==> src/rtl/flappy_pkg.sv <==
// Shared types and game constants for the bird physics block and its
// animation sequencer. Positions are Q10.4 pixels, velocities Q4.4 px/frame.
package flappy_pkg;

    typedef enum logic [1:0] {
        IDLE = 2'd0,
        PLAY = 2'd1,
        DEAD = 2'd2
    } game_state_t;

    localparam int POS_W  = 14;
    localparam int VEL_W  = 8;
    localparam int FRAC_W = 4;

    localparam int START_Y     = 240;
    localparam int GROUND_Y    = 400;
    localparam int BIRD_HEIGHT = 24;
    localparam int GRAVITY     = 4;
    localparam int FLAP_VEL    = -64;
    localparam int MAX_FALL    = 96;
    localparam int ANIM_FRAMES = 6;
    localparam int DEAD_HOLD   = 30;

    localparam int HOLD_W = $clog2(DEAD_HOLD + 1);

    // Sized forms of the constants so the datapath compares like widths.
    localparam logic [POS_W-1:0]          START_POS  = POS_W'(START_Y << FRAC_W);
    localparam logic [POS_W-1:0]          FLOOR_POS  = POS_W'((GROUND_Y - BIRD_HEIGHT) << FRAC_W);
    localparam logic [POS_W-FRAC_W:0]     FLOOR_PX   = (POS_W-FRAC_W+1)'(GROUND_Y - BIRD_HEIGHT);
    localparam logic signed [VEL_W-1:0]   FLAP_V     = VEL_W'(FLAP_VEL);
    localparam logic signed [VEL_W:0]     GRAVITY_V9 = (VEL_W+1)'(GRAVITY);
    localparam logic signed [VEL_W:0]     MAX_FALL_V9 = (VEL_W+1)'(MAX_FALL);
    localparam logic [HOLD_W-1:0]         HOLD_MAX   = HOLD_W'(DEAD_HOLD);

endpackage

==> src/rtl/anim_seq.sv <==
// Wing-animation sequencer: a tick-enabled prescaler that advances the
// sprite frame 0 -> 1 -> 2 -> 0 every FRAMES enabled ticks.
module anim_seq
    import flappy_pkg::*;
#(
    parameter int FRAMES = ANIM_FRAMES
) (
    input  logic       clk_i,
    input  logic       reset_i,
    input  logic       en_i,
    input  logic       clr_i,
    output logic [1:0] frame_o
);

    localparam int CNT_W = (FRAMES > 1) ? $clog2(FRAMES) : 1;
    localparam logic [CNT_W-1:0] LAST = CNT_W'(FRAMES - 1);

    logic [CNT_W-1:0] cnt_q;
    logic [1:0]       frame_q;

    // Prescaler and frame counter; clear wins over enable so a restart lands on frame 0.
    always_ff @(posedge clk_i or posedge reset_i) begin
        if (reset_i) begin
            cnt_q   <= '0;
            frame_q <= 2'd0;
        end else if (clr_i) begin
            cnt_q   <= '0;
            frame_q <= 2'd0;
        end else if (en_i) begin
            if (cnt_q == LAST) begin
                cnt_q   <= '0;
                frame_q <= (frame_q == 2'd2) ? 2'd0 : frame_q + 2'd1;
            end else begin
                cnt_q <= cnt_q + 1'b1;
            end
        end
    end

    assign frame_o = frame_q;

endmodule

==> src/rtl/bird_physics.sv <==
// Per-frame bird physics and IDLE/PLAY/DEAD game FSM. All state moves only
// on frame_tick_i; only the flap latch samples every cycle.
module bird_physics
    import flappy_pkg::*;
(
    input  logic       clk_i,
    input  logic       reset_i,
    input  logic       frame_tick_i,
    input  logic       flap_i,
    output logic [9:0] bird_y_o,
    output logic [1:0] bird_frame_o,
    output logic [1:0] game_state_o,
    output logic       dead_o
);

    game_state_t              state_q, state_d;
    logic [POS_W-1:0]         pos_q, pos_d;
    logic signed [VEL_W-1:0]  vel_q, vel_d;
    logic [HOLD_W-1:0]        hold_q, hold_d;
    logic                     flap_pend_q, flap_pend_d;

    logic                     flap_eff;
    logic signed [VEL_W:0]    v_sum;
    logic signed [VEL_W-1:0]  v_grav;
    logic signed [VEL_W-1:0]  v1;
    logic [POS_W:0]           pos_n;
    logic                     anim_en;
    logic                     anim_clr;

    // State, kinematics, dead-hold counter and flap latch registers.
    always_ff @(posedge clk_i or posedge reset_i) begin
        if (reset_i) begin
            state_q     <= IDLE;
            pos_q       <= START_POS;
            vel_q       <= '0;
            hold_q      <= '0;
            flap_pend_q <= 1'b0;
        end else begin
            state_q     <= state_d;
            pos_q       <= pos_d;
            vel_q       <= vel_d;
            hold_q      <= hold_d;
            flap_pend_q <= flap_pend_d;
        end
    end

    // Next-state logic: a flap in the tick cycle itself counts, velocity sums use a guard bit.
    always_comb begin
        state_d     = state_q;
        pos_d       = pos_q;
        vel_d       = vel_q;
        hold_d      = hold_q;
        anim_clr    = 1'b0;

        flap_eff    = flap_pend_q | flap_i;
        flap_pend_d = frame_tick_i ? 1'b0 : flap_eff;

        v_sum  = {vel_q[VEL_W-1], vel_q} + GRAVITY_V9;
        v_grav = (v_sum > MAX_FALL_V9) ? MAX_FALL_V9[VEL_W-1:0] : v_sum[VEL_W-1:0];
        v1     = flap_eff ? FLAP_V : v_grav;
        pos_n  = {1'b0, pos_q} + {{(POS_W+1-VEL_W){v1[VEL_W-1]}}, v1};

        anim_en = frame_tick_i && ((state_q == IDLE) || (state_q == PLAY));

        if (frame_tick_i) begin
            case (state_q)
                IDLE: begin
                    if (flap_eff) begin
                        state_d = PLAY;
                        vel_d   = FLAP_V;
                        pos_d   = pos_n[POS_W-1:0];
                    end
                end
                PLAY: begin
                    if (pos_n[POS_W]) begin
                        pos_d = '0;
                        vel_d = '0;
                    end else if (pos_n[POS_W:FRAC_W] >= FLOOR_PX) begin
                        pos_d   = FLOOR_POS;
                        vel_d   = '0;
                        state_d = DEAD;
                        hold_d  = '0;
                    end else begin
                        pos_d = pos_n[POS_W-1:0];
                        vel_d = v1;
                    end
                end
                DEAD: begin
                    if (hold_q == HOLD_MAX) begin
                        if (flap_eff) begin
                            state_d  = IDLE;
                            pos_d    = START_POS;
                            vel_d    = '0;
                            hold_d   = '0;
                            anim_clr = 1'b1;
                        end
                    end else begin
                        hold_d = hold_q + 1'b1;
                    end
                end
                default: begin
                    state_d  = IDLE;
                    pos_d    = START_POS;
                    vel_d    = '0;
                    hold_d   = '0;
                    anim_clr = 1'b1;
                end
            endcase
        end
    end

    anim_seq #(
        .FRAMES (ANIM_FRAMES)
    ) u_anim_seq (
        .clk_i   (clk_i),
        .reset_i (reset_i),
        .en_i    (anim_en),
        .clr_i   (anim_clr),
        .frame_o (bird_frame_o)
    );

    assign bird_y_o     = pos_q[POS_W-1:FRAC_W];
    assign game_state_o = state_q;
    assign dead_o       = (state_q == DEAD);

endmodule
==> config.mk <==
export PLATFORM = sky130hd
export DESIGN_NAME = bird_physics
export DESIGN_NICKNAME = d
export VERILOG_FILES = /design/src/rtl/flappy_pkg.sv /design/src/rtl/anim_seq.sv /design/src/rtl/bird_physics.sv
export SDC_FILE = /design/constraint.sdc
export NUM_CORES = 1
export LEC_CHECK = 0
export ABC_CLOCK_PERIOD_IN_PS = 5800
export BUFFER_PORTS_ARGS = -buffer_cell sky130_fd_sc_hd__buf_2
export CAP_MARGIN = 20
export CORE_AREA = 4 4 86 88
export CTS_CLUSTER_SIZE = 12
export DETAILED_ROUTE_END_ITERATION = 8
export DIE_AREA = 0 0 90 92
export PLACE_DENSITY = 0.62
export SYNTH_ARGS = -nofsm -noshare
export SYNTH_HDL_FRONTEND = slang
export SYNTH_SLANG_ARGS = --single-unit
==> constraint.sdc <==
create_clock -name clk_i -period 5.8 [get_ports clk_i]
set_input_delay 1.16 -clock clk_i [delete_from_list [all_inputs] [get_ports clk_i]]
set_output_delay 1.16 -clock clk_i [all_outputs]
set_load 0.02 [all_outputs]
==> metrics.md <==
| Metric | Value |
|---|---|
| Maximum clock rate | `195 MHz` |
| Net Sw Frac | `0.523` |
| Clk slew on worst S/H paths | `0.07 ns` |
| Post-Synthesis Net Count | `361` |
| Fin. max-slew vios | `0` |
| Post-CTS setup buffer count | `0` |
| Tmin final | `5.14 ns` |
| Worst ir drop on vdd | `0.302 mV` |
| Routability cong. | `0.885` |
| Critical path arrival | `5.28 ns` |
| Die height | `92 µm` |
| Post-Route Utilization | `0.461` |
| Max clock buf depth | `2` |
| Setup crit start kind | `register` |
| DR iter-0 viols | `258` |
| Crit-path max FO | `14` |
| Vias in the first global route | `2346` |
| Via count | `2527` |
| Min-Delay Path Class | `reg2reg` |
| CTS resizes | `0` |
| Total track usage | `0.173` |
| # clock sinks | `35` |
| Commonest register cell after synthesis | `dfrtp_1` |
| Setup Total Neg Slack | `0 ns` |
| Slew HR | `0.385` |
| Hold Path Stages | `2` |
| Die width | `90 µm` |
| Ys Warns | `0` |
| Largest net degree at the start of global routing | `36` |
| Worst slew pin tran | `0.920 ns` |
| CP peak stage delay | `0.54 ns` |
| CP Capture Type | `register` |
| Pwr per Cell Area | `567 mW/mm²` |
| Post-synthesis register bit count | `35` |
| Detail Placement HPWL | `5150 µm` |
| CTS Hold Bufs | `0` |
| Post-synth EDFFs | `0` |
| Post-Layout Cell Count | `424` |
| Core Box Area | `0.00664 mm²` |
| Routed Antenna Nets | `0` |
| H-tree levels | `2` |
| Worst Reg-to-Reg Cells | `17` |
| Worst-Skew Late Latency | `0.29 ns` |
| Cells after synthesis | `339` |
| Site row count | `30` |
| Initial core utilization | `0.437` |
| Residual DRC | `0` |
| Number of fill cells | `648` |
| # nets final | `365` |
| Crit path max-delay cell type | `a31oi_4` |
| Clock skew | `0.00586 ns` |
| Yosys cell types | `60` |
| Clock buffers created by TritonCTS | `5` |
| Share of cells above drive strength 1 | `0.148` |
| Total Routed Length | `6900 µm` |
| Crit share post-route | `0.886` |
| Dpl cells | `416` |
| DR WL/cell | `16.3 µm` |
| Sequential share of the synthesized area | `0.304` |
| Hold Crit Endpoint | `pos_q[0]$_DFFE_PP0P_` |
| Reg2Reg Setup Slack | `0.66 ns` |
| Worst hold path startpoint | `pos_q[0]$_DFFE_PP0P_` |
| Cell internal pwr | `0.000829 W` |
| Crit-path most repeated cell | `ha_1` |
| Crit path kind | `reg2reg` |
| Combinational Power Share | `0.646` |
| Worst EP required | `5.94 ns` |
| Post-synthesis async set-or-reset flop share | `1.00` |
| Reg-to-Reg Start | `vel_q[2]$_DFFE_PP0P_` |
| IO Pins | `19` |
| Leakage power | `1.40 nW` |
| Clock Power Share | `0.102` |
| Mean Syn Cell Area | `8.56 µm²` |
| N_diodes | `0` |
| Capture point of the worst reg-to-reg path | `vel_q[6]$_DFFE_PP0P_` |
| Sequential fraction of design power | `0.252` |
| Max Cap Violations | `0` |
| Synthesized cell area | `0.00290 mm²` |
| Worst-path cell chain | `ha_1, nand2_1, or4_1, a21oi_1, o21ai_0, o211ai_1, nor2_1, ha_1, fa_1, a211oi_1, o21bai_1, a32oi_2, and3_1, mux2i_1, nand4_2, a31oi_4, o41ai_1` |
| CTS tree | `yes` |
| Vias per cell | `5.96` |
| 1st-pass router iterations | `4` |
| Unrepaired setup endpoints after global routing | `no` |
| Full die area | `0.00828 mm²` |
| CTS root buffer | `clkbuf_8` |
| P&R area growth vs syn | `5.61%` |
| Power Total | `0.00174 W` |
| First-pass GRT wire length | `11700 µm` |
| Buffers added on ports | `18` |
| Hold_ws | `0.496 ns` |
| Initial antenna violation count | `0` |
| Switching Power | `0.000908 W` |
| Status | `complete, no violations` |
| Setup-failing EPs final | `0` |
| Hold Vio Cnt, Final | `0` |
| Total grt overflow | `0` |
[worst max path at each step]
stage | startpoint | end | slack (ns) | cells after the start
after floorplan | vel_q[2]$_DFFE_PP0P_ | pos_q[6]$_DFFE_PP0P_ | 1.57 | 18
after global placement | vel_q[2]$_DFFE_PP0P_ | vel_q[6]$_DFFE_PP0P_ | 0.84 | 17
after detailed placement | vel_q[2]$_DFFE_PP0P_ | hold_q[4]$_DFFE_PP0P_ | 0.74 | 17
after CTS | vel_q[2]$_DFFE_PP0P_ | vel_q[6]$_DFFE_PP0P_ | 0.72 | 17
after global routing | vel_q[2]$_DFFE_PP0P_ | vel_q[6]$_DFFE_PP0P_ | 0.23 | 17
final | vel_q[2]$_DFFE_PP0P_ | vel_q[6]$_DFFE_PP0P_ | 0.66 | 17
[power groups by stage]
| stage | registers, W | clock network, W | logic (W) |
|---|---|---|---|
| after global routing | 0.000451 | 0.000194 | 0.00124 |
| after detailed placement | 0.000440 | 0 | 0.00111 |
| after floorplan | 0.000420 | 0 | 0.000913 |
| after global placement | 0.000436 | 0 | 0.00110 |
| after CTS | 0.000436 | 0.000183 | 0.00112 |
| final | 0.000437 | 0.000178 | 0.00112 |
[per-layer routing]
| metal | up-vias | track usage | share of wire |
|---|---|---|---|
| met1 | 1225 | 0.246 | 0.50 |
| met4 | 0 | 0.0587 | 0.011 |
| li1 | 1257 | - | - |
| met5 | - | 0 | 0 |
| met3 | 4 | 0.0254 | 0.033 |
| met2 | 41 | 0.268 | 0.46 |
[area by class of cell]
class	instances	area, µm²	area share
Clock buffer	5	68.8	0.0225
Inverter	18	67.6	0.0220
Timing Repair Buffer	22	120	0.0392
Sequential cell	35	881	0.287
Multi-Input combinational cell	261	1810	0.590
Clock inverter	3	20.0	0.00653
Tap cell	80	100	0.0327
[state kept, by name, summed over array words and instances (netlist names)]
name                count
pos_q                  14
u_anim_seq.cnt_q        3
game_state_o            2
vel_q                   8
flap_pend_q             1
hold_q                  5
u_anim_seq.frame_o      2
[cells in the mapped netlist (2+ instances only)]
cell type / n / area (µm²)
o311ai_1: 2 / 17.5
o41ai_2: 6 / 97.6
buf_4: 12 / 90.1
a31oi_1: 5 / 31.3
a211oi_1: 3 / 22.5
a21o_1: 7 / 52.6
o21ai_0: 14 / 70.1
nand2_1: 33 / 124
o21bai_1: 2 / 15.0
a21oi_1: 26 / 130
o211ai_1: 3 / 22.5
a32o_1: 3 / 30.0
or3_1: 3 / 18.8
xor2_1: 4 / 35.0
clkbuf_1: 11 / 41.3
o21ai_1: 4 / 20.0
nor2_1: 22 / 82.6
a22oi_1: 2 / 15.0
and3_1: 8 / 50.1
o31ai_1: 7 / 52.6
nand2b_1: 5 / 31.3
a21boi_0: 2 / 15.0
ha_1: 17 / 213
dfstp_2: 4 / 105
and2_1: 6 / 37.5
nor3_1: 8 / 40.0
nand3_1: 14 / 70.1
dfrtp_1: 31 / 776
and3b_1: 2 / 17.5
mux2i_1: 5 / 50.1
inv_1: 18 / 67.6
nor2b_1: 3 / 18.8
xnor2_1: 9 / 78.8
nand4_1: 8 / 50.1
o41ai_1: 5 / 43.8
[worst max-delay path, delay by kind of cell, from the launching register on]
family	cells	cell delay [ns]
adders and majority gates	3	0.94
and+or+nand+nor	5	1.24
AOI/OAI and AO/OA	8	2.02
DFF	1	0.47
muxes	1	0.33
[stage by stage]
stage / setup slack, ns / area, µm²
2_1_floorplan: 1.57 / 2900
3_3_place_gp: 0.840 / 2980
3_5_place_dp: 0.743 / 2980
4_1_cts: 0.716 / 3060
5_1_grt: 0.230 / 3060
6_report: 0.662 / 3060
[layout by cell type (no fill, tap or decap), types with 3 or more instances in the layout]
master	n
o21ai_0	14
nor3_1	8
a21o_1	7
nor2_1	22
nor2b_1	3
a21oi_1	26
clkbuf_8	5
mux2i_1	5
nand2_1	33
buf_2	18
o21ai_1	4
nand4_1	8
o211ai_1	3
nand2b_1	5
o31ai_1	7
o41ai_2	6
dfrtp_1	31
buf_4	4
and2_1	6
xor2_1	4
a31oi_1	5
dfstp_2	4
ha_1	17
and3_1	8
a32o_1	3
nand3_1	14
a211oi_1	3
o41ai_1	5
or3_1	3
xnor2_1	9
inv_1	18
[logic make-up after synthesis]
family | after synthesis | share of synthesized area
buffers and inverters | 43 | 0.0737
xor gates and xnor gates | 13 | 0.0392
adders and majority gates | 19 | 0.0841
AOI/OAI and AO/OA | 106 | 0.275
DFF | 35 | 0.304
muxes | 5 | 0.0172
and+or+nand+nor | 118 | 0.207
Note: power is estimated with default switching activity, not from simulation.
